==> src/rtl/bsg_nonsynth_clock_strobe_gen.sv <==
// Programmable strobe generator: emits a one-cycle tick every (period+1)
// cycles, a divided clock that toggles on each tick, and a running tick
// count. New periods are staged and take effect only at a wrap boundary.
module bsg_nonsynth_clock_strobe_gen #(
  parameter int unsigned width_p       = 8,
  parameter int unsigned init_period_p = 3,
  parameter int unsigned count_width_p = 8
) (
  input  logic                     clk_i,
  input  logic                     reset_i,
  input  logic                     v_i,
  input  logic [width_p-1:0]       period_i,
  output logic                     ready_o,
  output logic                     tick_o,
  output logic                     div_clk_o,
  output logic [count_width_p-1:0] tick_count_o
);

  typedef enum logic [0:0] {
    RUN     = 1'b0,
    PENDING = 1'b1
  } state_e;

  state_e                   state_r;
  state_e                   state_n;
  logic [width_p-1:0]       period_r;
  logic [width_p-1:0]       cnt_r;
  logic [width_p-1:0]       pending_r;
  logic                     tick_r;
  logic                     div_r;
  logic [count_width_p-1:0] count_r;

  logic                     wrap_c;
  logic                     accept_c;
  logic                     load_c;

  // End of the current interval
  assign wrap_c = (cnt_r == period_r);

  // State register
  always_ff @(posedge clk_i) begin
    if (reset_i) begin
      state_r <= RUN;
    end else begin
      state_r <= state_n;
    end
  end

  // Next state: a staged period waits for the next wrap; any accept made
  // on a wrap edge in RUN lands in PENDING and so waits one full old period
  always_comb begin
    state_n = state_r;
    case (state_r)
      RUN:     if (accept_c) state_n = PENDING;
      PENDING: if (wrap_c)   state_n = RUN;
      default: state_n = RUN;
    endcase
  end

  // Handshake and control strobes decoded from state
  always_comb begin
    ready_o  = 1'b0;
    accept_c = 1'b0;
    load_c   = 1'b0;
    ready_o  = (state_r == RUN) && !reset_i;
    accept_c = ready_o && v_i;
    load_c   = (state_r == PENDING) && wrap_c;
  end

  // Interval counter, staged period, tick/divider/count registers
  always_ff @(posedge clk_i) begin
    if (reset_i) begin
      period_r  <= width_p'(init_period_p);
      cnt_r     <= '0;
      pending_r <= '0;
      tick_r    <= 1'b0;
      div_r     <= 1'b0;
      count_r   <= '0;
    end else begin
      if (accept_c) begin
        pending_r <= period_i;
      end
      if (wrap_c) begin
        cnt_r   <= '0;
        tick_r  <= 1'b1;
        div_r   <= ~div_r;
        count_r <= count_r + count_width_p'(1);
        if (load_c) begin
          period_r <= pending_r;
        end
      end else begin
        cnt_r  <= cnt_r + width_p'(1);
        tick_r <= 1'b0;
      end
    end
  end

  assign tick_o       = tick_r;
  assign div_clk_o    = div_r;
  assign tick_count_o = count_r;

endmodule

==> config.mk <==
export PLATFORM = sky130hd
export DESIGN_NAME = bsg_nonsynth_clock_strobe_gen
export DESIGN_NICKNAME = d
export VERILOG_FILES = /design/src/rtl/bsg_nonsynth_clock_strobe_gen.sv
export SDC_FILE = /design/constraint.sdc
export NUM_CORES = 1
export LEC_CHECK = 0
export ABC_CLOCK_PERIOD_IN_PS = 5140
export CAP_MARGIN = 30
export CORE_ASPECT_RATIO = 0.6
export CORE_MARGIN = 5
export CORE_UTILIZATION = 60
export CTS_BUF_LIST = sky130_fd_sc_hd__clkbuf_4
export CTS_CLUSTER_SIZE = 25
export DETAILED_ROUTE_END_ITERATION = 10
export DONT_BUFFER_PORTS = 1
export HOLD_SLACK_MARGIN = 0.08
export PLACE_DENSITY = 0.75
export RECOVER_POWER = 100
export SETUP_SLACK_MARGIN = 0.3
export SLEW_MARGIN = 20
export SYNTH_ARGS = -nofsm -noshare
export SYNTH_HDL_FRONTEND = slang
export SYNTH_SLANG_ARGS = --single-unit
==> constraint.sdc <==
create_clock -name clk_i -period 5.14 [get_ports clk_i]
set_clock_uncertainty 0.1 [all_clocks]
set_input_delay 1.542 -clock clk_i [delete_from_list [all_inputs] [get_ports clk_i]]
set_output_delay 1.542 -clock clk_i [all_outputs]
set_load 0.02 [all_outputs]
* Word level (Yosys, flattened, before mapping)
Cells that the tools add are included.
Operators by class: $add $sub $neg 2, equality and inequality tests 1, mux-type cells 4, bitwise operators 2, reductions and logical operators 6
Operators with widths (number):
- 8-bit by 1-bit adder with 8-bit output, second input constant | 2
- 8-bit == test | 1
- 1-bit logical AND | 3
- 1-bit two-way mux | 3
- 1-bit NOT | 2
- 1-bit case mux with 2 select lines | 1
- 2-bit AND reduction | 1
- 2-bit OR reduction | 1
- 1-bit logical NOT | 1
Word-level totals: bits in registers 35, output and inout bits 11

* Logic depth before layout (Yosys ltp)
Gate-level depths: netlist of the first run.
depth in word-level cells 5, gate-level depth with buffers 6, mapped depth without buffers 4

* Worst setup path after synthesis of the first run
Ideal clock, no wire load.
path kind input to output, start point in reset_i, end point out ready_o, arrival 1.854 ns, setup slack 1.644 ns, cell stages on the path 1, buffers on the path 0, cell sequence nor2_1
Between the ends: word-level cells in the longest chain between the ends 2
Ends and longest elaborated chain:
- start: declaration | RTL line 10 | input logic reset_i,
- 1-bit logical NOT | RTL line 65 | ready_o = (state_r == RUN) && !reset_i;
- 1-bit logical AND | RTL line 65
- end: declaration | RTL line 13 | output logic ready_o,
Every way passes these cells.

* Worst setup path after layout of the first run
Ends and elaborated chain as after synthesis.

==> results of run 1 <==
worst register-to-register path, cell delays in order, from the launching register on:
cell and delay (ns):
dfxtp_1 0.47, xnor2_1 0.17, nand4_1 0.52, nor3_1 1.32, mux2i_1 0.20
cell usage after synthesis, types with 2 or more instances:
master | instances | area (sq um)
a21oi_1 | 5 | 25.02
o21ai_0 | 11 | 55.05
xnor2_1 | 9 | 78.83
nor2_1 | 10 | 37.54
nand3_1 | 7 | 35.03
inv_1 | 5 | 18.77
dfxtp_1 | 35 | 700.7
xor2_1 | 5 | 43.79
clkbuf_1 | 6 | 22.52
nand4_1 | 2 | 12.51
or3_1 | 3 | 18.77
nor3_1 | 9 | 45.04
mux2_2 | 4 | 45.04
nor2b_1 | 3 | 18.77
or4_1 | 2 | 15.01
ha_1 | 2 | 25.02
and3_1 | 2 | 12.51
nand2b_1 | 14 | 87.58
mux2i_1 | 8 | 80.08
o31ai_1 | 3 | 22.52
nand2_1 | 9 | 33.78
nor4_1 | 3 | 18.77
final timing paths:
| check | from | to |
|---|---|---|
| worst max-delay path | reset_i | ready_o |
| worst min-delay path | pending_r[3] | period_r[3] |
| worst max register to register | cnt_r[0] | period_r[0] |
| worst min register to register | pending_r[3] | period_r[3] |
state kept, by name, indices dropped and copies added (netlist names):
register      cells
period_r          8
div_clk_o         1
pending_r         8
tick_o            1
tick_count_o      8
cnt_r             8
state_r           1
per-layer routing:
layer | vias to the layer above | track usage, % | wire [um]
met5 | - | 0 | 0
met4 | 0 | 6.977 | 35
met3 | 5 | 7.407 | 176
met2 | 26 | 24.93 | 1308
met1 | 540 | 22.13 | 1355
li1 | 565 | - | -
logic make-up after synthesis:
family / Yosys count
buffers and inverters: 13
AOI/OAI and AO/OA: 19
muxes: 12
xor gates and xnor gates: 14
and+or+nand+nor: 70
adders and majority gates: 2
DFF: 35
area by class of cell:
class                   count  share of cell area, %
multi-input cells         117                  48.60
flip-flops and latches     35                  44.76
well taps                  32                  2.558
clock buffers               6                  2.878
inverters                   5                  1.199
through the flow:
stage | total power, mW | util, %
finish | 0.4777 | 62.93
global route | 0.5028 | 62.93
CTS | 0.4835 | 63.73
detailed placement | 0.3485 | 61.92
global placement | 0.3443 | 61.92
floorplan | 0.3432 | -
power groups by stage:
stage          clock network [mW]  registers (mW)  logic, mW
6_report                    0.138           0.298     0.0419
5_1_grt                     0.156           0.300     0.0472
4_1_cts                     0.141           0.297     0.0448
3_5_place_dp                    0           0.304     0.0447
3_3_place_gp                    0           0.303     0.0414
2_1_floorplan                   0           0.300     0.0429
==> results.toml, run 1 <==
[status]
outcome = "finished, violations left"
failed_checks = "max-capacitance violations"

[worst_setup_path]
crit_cells = 1
worst-r2r-cell-count = 4
slowest_stage = "nor2_1"
cp_cell_sequence = "nor2_1"
arrival_ns = 1.88
crit_type = "input pin to primary output"
worst-path-max-fanout = 42
critPathTopFamily = "simple AND/OR/NAND/NOR gates"
cp-start-kind = "input pin"
r2r_setup_slack_ns = 2.20
critPathBufInv = 0
worst_ep_required_time_ns = 3.50
worstSetupEndpointType = "primary output"
slowest_delay_ns = 0.34

[routing]
wl_um = 2876
num_vias = 1136
drt-wirelength-per-cell_um = 14.75
firstDrtPassIters = 4
viasPerCell = 5.826
drc = 0
first_iter_violations = 71
ant_nets = 0

[layout]
drive_above_1_share_pct = 6.748
synthToLayoutAreaGrowth_pct = 1.707
stdcell_area_sq_um = 1565
regArea_sq_um = 700.7
final_nets = 177
diodes = 0
fillCellCount = 207
mostFrequentLayoutCell = "dfxtp_1"
mostFrequentLayoutCells = "35 x dfxtp_1, 14 x nand2b_1, 11 x nor2_1, 11 x o21ai_0, 10 x nor3_1"
instances_no_fill = 195
multiInputGateArea_sq_um = 760.7

[yosys]
yosysUniqueCellTypes = 30
synthMuxAreaShare_pct = 8.130
synthXorXnorAreaFrac_pct = 7.967
synth_edf_count = 0
synthFlopType = "dfxtp_1"
syn_inst = 165
syn_avg_cell_area_sq_um = 9.327
synth-warning-count = 0
synth_nets = 178
syn_area_sq_um = 1539
ys_async_sr_fraction_pct = 0
ys_ff_latch = 35
yosys.area_share.simple_pct = 26.34
synth_fa_ha_area_share_pct = 1.626
ys_seq_area_share_pct = 45.53
synth_compound_area_share_pct = 6.667
synth_top_family_by_area = "simple AND/OR/NAND/NOR gates"

[global_routing]
antenna_found_initial = 0
grt.overflow.total = 0
grt_pass1_wl_um = 4843
grt_pass1_vias = 1081
grt_usage_pct = 17.19
grt_max_degree = 43

[die]
rows = 14
start_util_pct = 61.87
core_area_sq_um = 2487
io_pins = 22
dieArea_sq_um = 3711
fp.dieW_um = 75.38
die_y_um = 49.23

[clocking]
root_buffer = "clkbuf_4"
cts_tree = "done"
post_cts_buffers = 0
clk-insertion-delay-late_ns = 0.33
htreeDepth = 2
ctsHoldBuffers = 0
numCtsBuffers = 5
clkSinkCount = 35
cts.path.max_buffers = 2
cts-resized-gates = 0
clk_pin_slew_ns = 0.10

[placement]
io_buffer_count = 0
dpl_cell_area_sq_um = 1540
dp_cells = 189
place_congestion = 0.7784
post-dp-hpwl_um = 1994
place_ws_ns = 1.613

[sta]
relSlewSlack_pct = 1.129
setup_violations = 0
holdWs_ns = 0.3871
hold_violations = 0
tightest_slew_ns = 1.472
fmax_mhz = 283.8
fin_ws_ns = 1.616
final_max_slew_viol_count = 0
rsz0062_at_grt = "false"
period_minus_slack_ns = 3.524
setup-tns-final_ns = 0
fin_crit_sh_pct = 68.56

[pwr]
p_switching_mw = 0.1231
p_comb_share_pct = 8.8
power_density_nw_per_um2 = 305.2
ir_worst_vdd_mv = 0.1446
power_frac_clock_pct = 28.9
p_sw_share_pct = 25.76
sequentialPowerShare_pct = 62.3
power.internal_mw = 0.3547
cellLeakagePower_nw = 0.5266

[worst_hold_path]
hp-class = "flip-flop to flip-flop"
min_path_cells = 2

[flow_run]
cap_violations = 1
No activity file was read; power rests on OpenSTA's default activity.
==> run 2: changes to the inputs <==
- ABC_CLOCK_PERIOD_IN_PS: 5140 -> 3400
- clock period: 5.14 -> 3.4 ns (I/O delays scaled with it)
==> results.toml, run 2 (synthesized netlist as in run 1, its figures left out) <==
[clocking]
cts_tree = "done"
post_cts_buffers = 0
numCtsBuffers = 5
root_buffer = "clkbuf_4"
cts-resized-gates = 0
clkSinkCount = 35
clk_pin_slew_ns = 0.10
ctsHoldBuffers = 0
htreeDepth = 2
clk-insertion-delay-late_ns = 0.33
cts.path.max_buffers = 2

[layout]
instances_no_fill = 197
fillCellCount = 201
drive_above_1_share_pct = 7.879
regArea_sq_um = 700.7
synthToLayoutAreaGrowth_pct = 2.520
mostFrequentLayoutCells = "35 x dfxtp_1, 14 x nand2b_1, 11 x nor2_1, 11 x o21ai_0"
mostFrequentLayoutCell = "dfxtp_1"
fin_util_pct = 63.43
final_nets = 177
diodes = 0
multiInputGateArea_sq_um = 765.7

[global_routing]
antenna_found_initial = 0
grt_usage_pct = 17.27
grt_max_degree = 43
grt_pass1_wl_um = 4892
grt.overflow.total = 0
grt_pass1_vias = 1032

[die]
core_area_sq_um = 2487
fp.dieW_um = 75.38
io_pins = 22
die_y_um = 49.23
rows = 14
dieArea_sq_um = 3711
start_util_pct = 61.87

[worst_setup_path]
cp_cell_sequence = "nor2_1"
critPathBufInv = 0
crit_type = "input pin to primary output"
slowest_delay_ns = 0.35
worst-path-max-fanout = 42
worst_ep_required_time_ns = 2.28
arrival_ns = 1.37
worstSetupEndpointType = "primary output"
critPathTopFamily = "simple AND/OR/NAND/NOR gates"
cp-start-kind = "input pin"
slowest_stage = "nor2_1"

[routing]
firstDrtPassIters = 5
ant_nets = 0
num_vias = 1133
viasPerCell = 5.751
drc = 0
drt-wirelength-per-cell_um = 14.35
first_iter_violations = 66
wl_um = 2827

[placement]
post-dp-hpwl_um = 1954
io_buffer_count = 0
dp_cells = 189
place_congestion = 0.7717

[sta]
fin_crit_sh_pct = 73.27
relSlewSlack_pct = 43.65
setup-tns-final_ns = 0
hold_violations = 0
fmax_mhz = 401.4
setup_violations = 0
holdWs_ns = 0.3815
final_max_slew_viol_count = 0
rsz0062_at_grt = "false"
period_minus_slack_ns = 2.491
tightest_slew_ns = 0.8407

[flow_run]
cap_violations = 0

[pwr]
power_density_nw_per_um2 = 457.8
power_mw = 0.7223
cellLeakagePower_nw = 0.5364
ir_worst_vdd_mv = 0.2995

[worst_hold_path]
hp-class = "flip-flop to flip-flop"

[status]
outcome = "finished, final reports clean"
## run 2: changes by cell type in the layout (fill, tap and decap cells not counted), sizes merged
cell | before | now
clkbuf | 6 | 5
clkinv | 0 | 3
## run 2: worst min-delay path: stages, from the launching register on
cell and delay (ns):
dfxtp_1 0.32, nand2b_1 0.06, o21ai_0 0.06
## run 2: worst paths after layout
kind	depth (start not counted)	slack, ns	end	from
hold / removal	2	0.38	pending_r[1]	pending_r[1]
setup reg to reg	4	0.92	period_r[6]	cnt_r[0]
setup / recovery	1	0.91	ready_o	reset_i
hold reg to reg	2	0.38	pending_r[1]	pending_r[1]
## run 2: stage by stage
step / setup slack, ns / area, sq um
floorplan: 0.9483 / 1539
global placement: 0.9235 / 1540
detailed placement: 0.9088 / 1540
CTS: 0.9083 / 1593
global route: 0.6804 / 1578
finish: 0.9087 / 1578
## run 2: per-layer routing
layer,vias to the layer above,GRT usage (%),part of all wire (%)
met4,0,6.977,1.3
met2,35,23.64,45
li1,564,-,-
met1,528,24.13,47
met3,6,6.379,7.0
met5,-,0,0
## run 2: cell type report
| type | instances | share of cell area (%) |
|---|---|---|
| Tap cell | 32 | 2.538 |
| Inverter | 5 | 1.190 |
| Clock inverter | 3 | 0.9516 |
| Sequential cell | 35 | 44.41 |
| Clock buffer | 5 | 2.379 |
| Multi-Input combinational cell | 117 | 48.53 |
## run 2: power breakdown
part / switching, mW / internal, mW
sequential: 0.0199 / 0.429
clock: 0.134 / 0.0769
combinational: 0.0376 / 0.0251
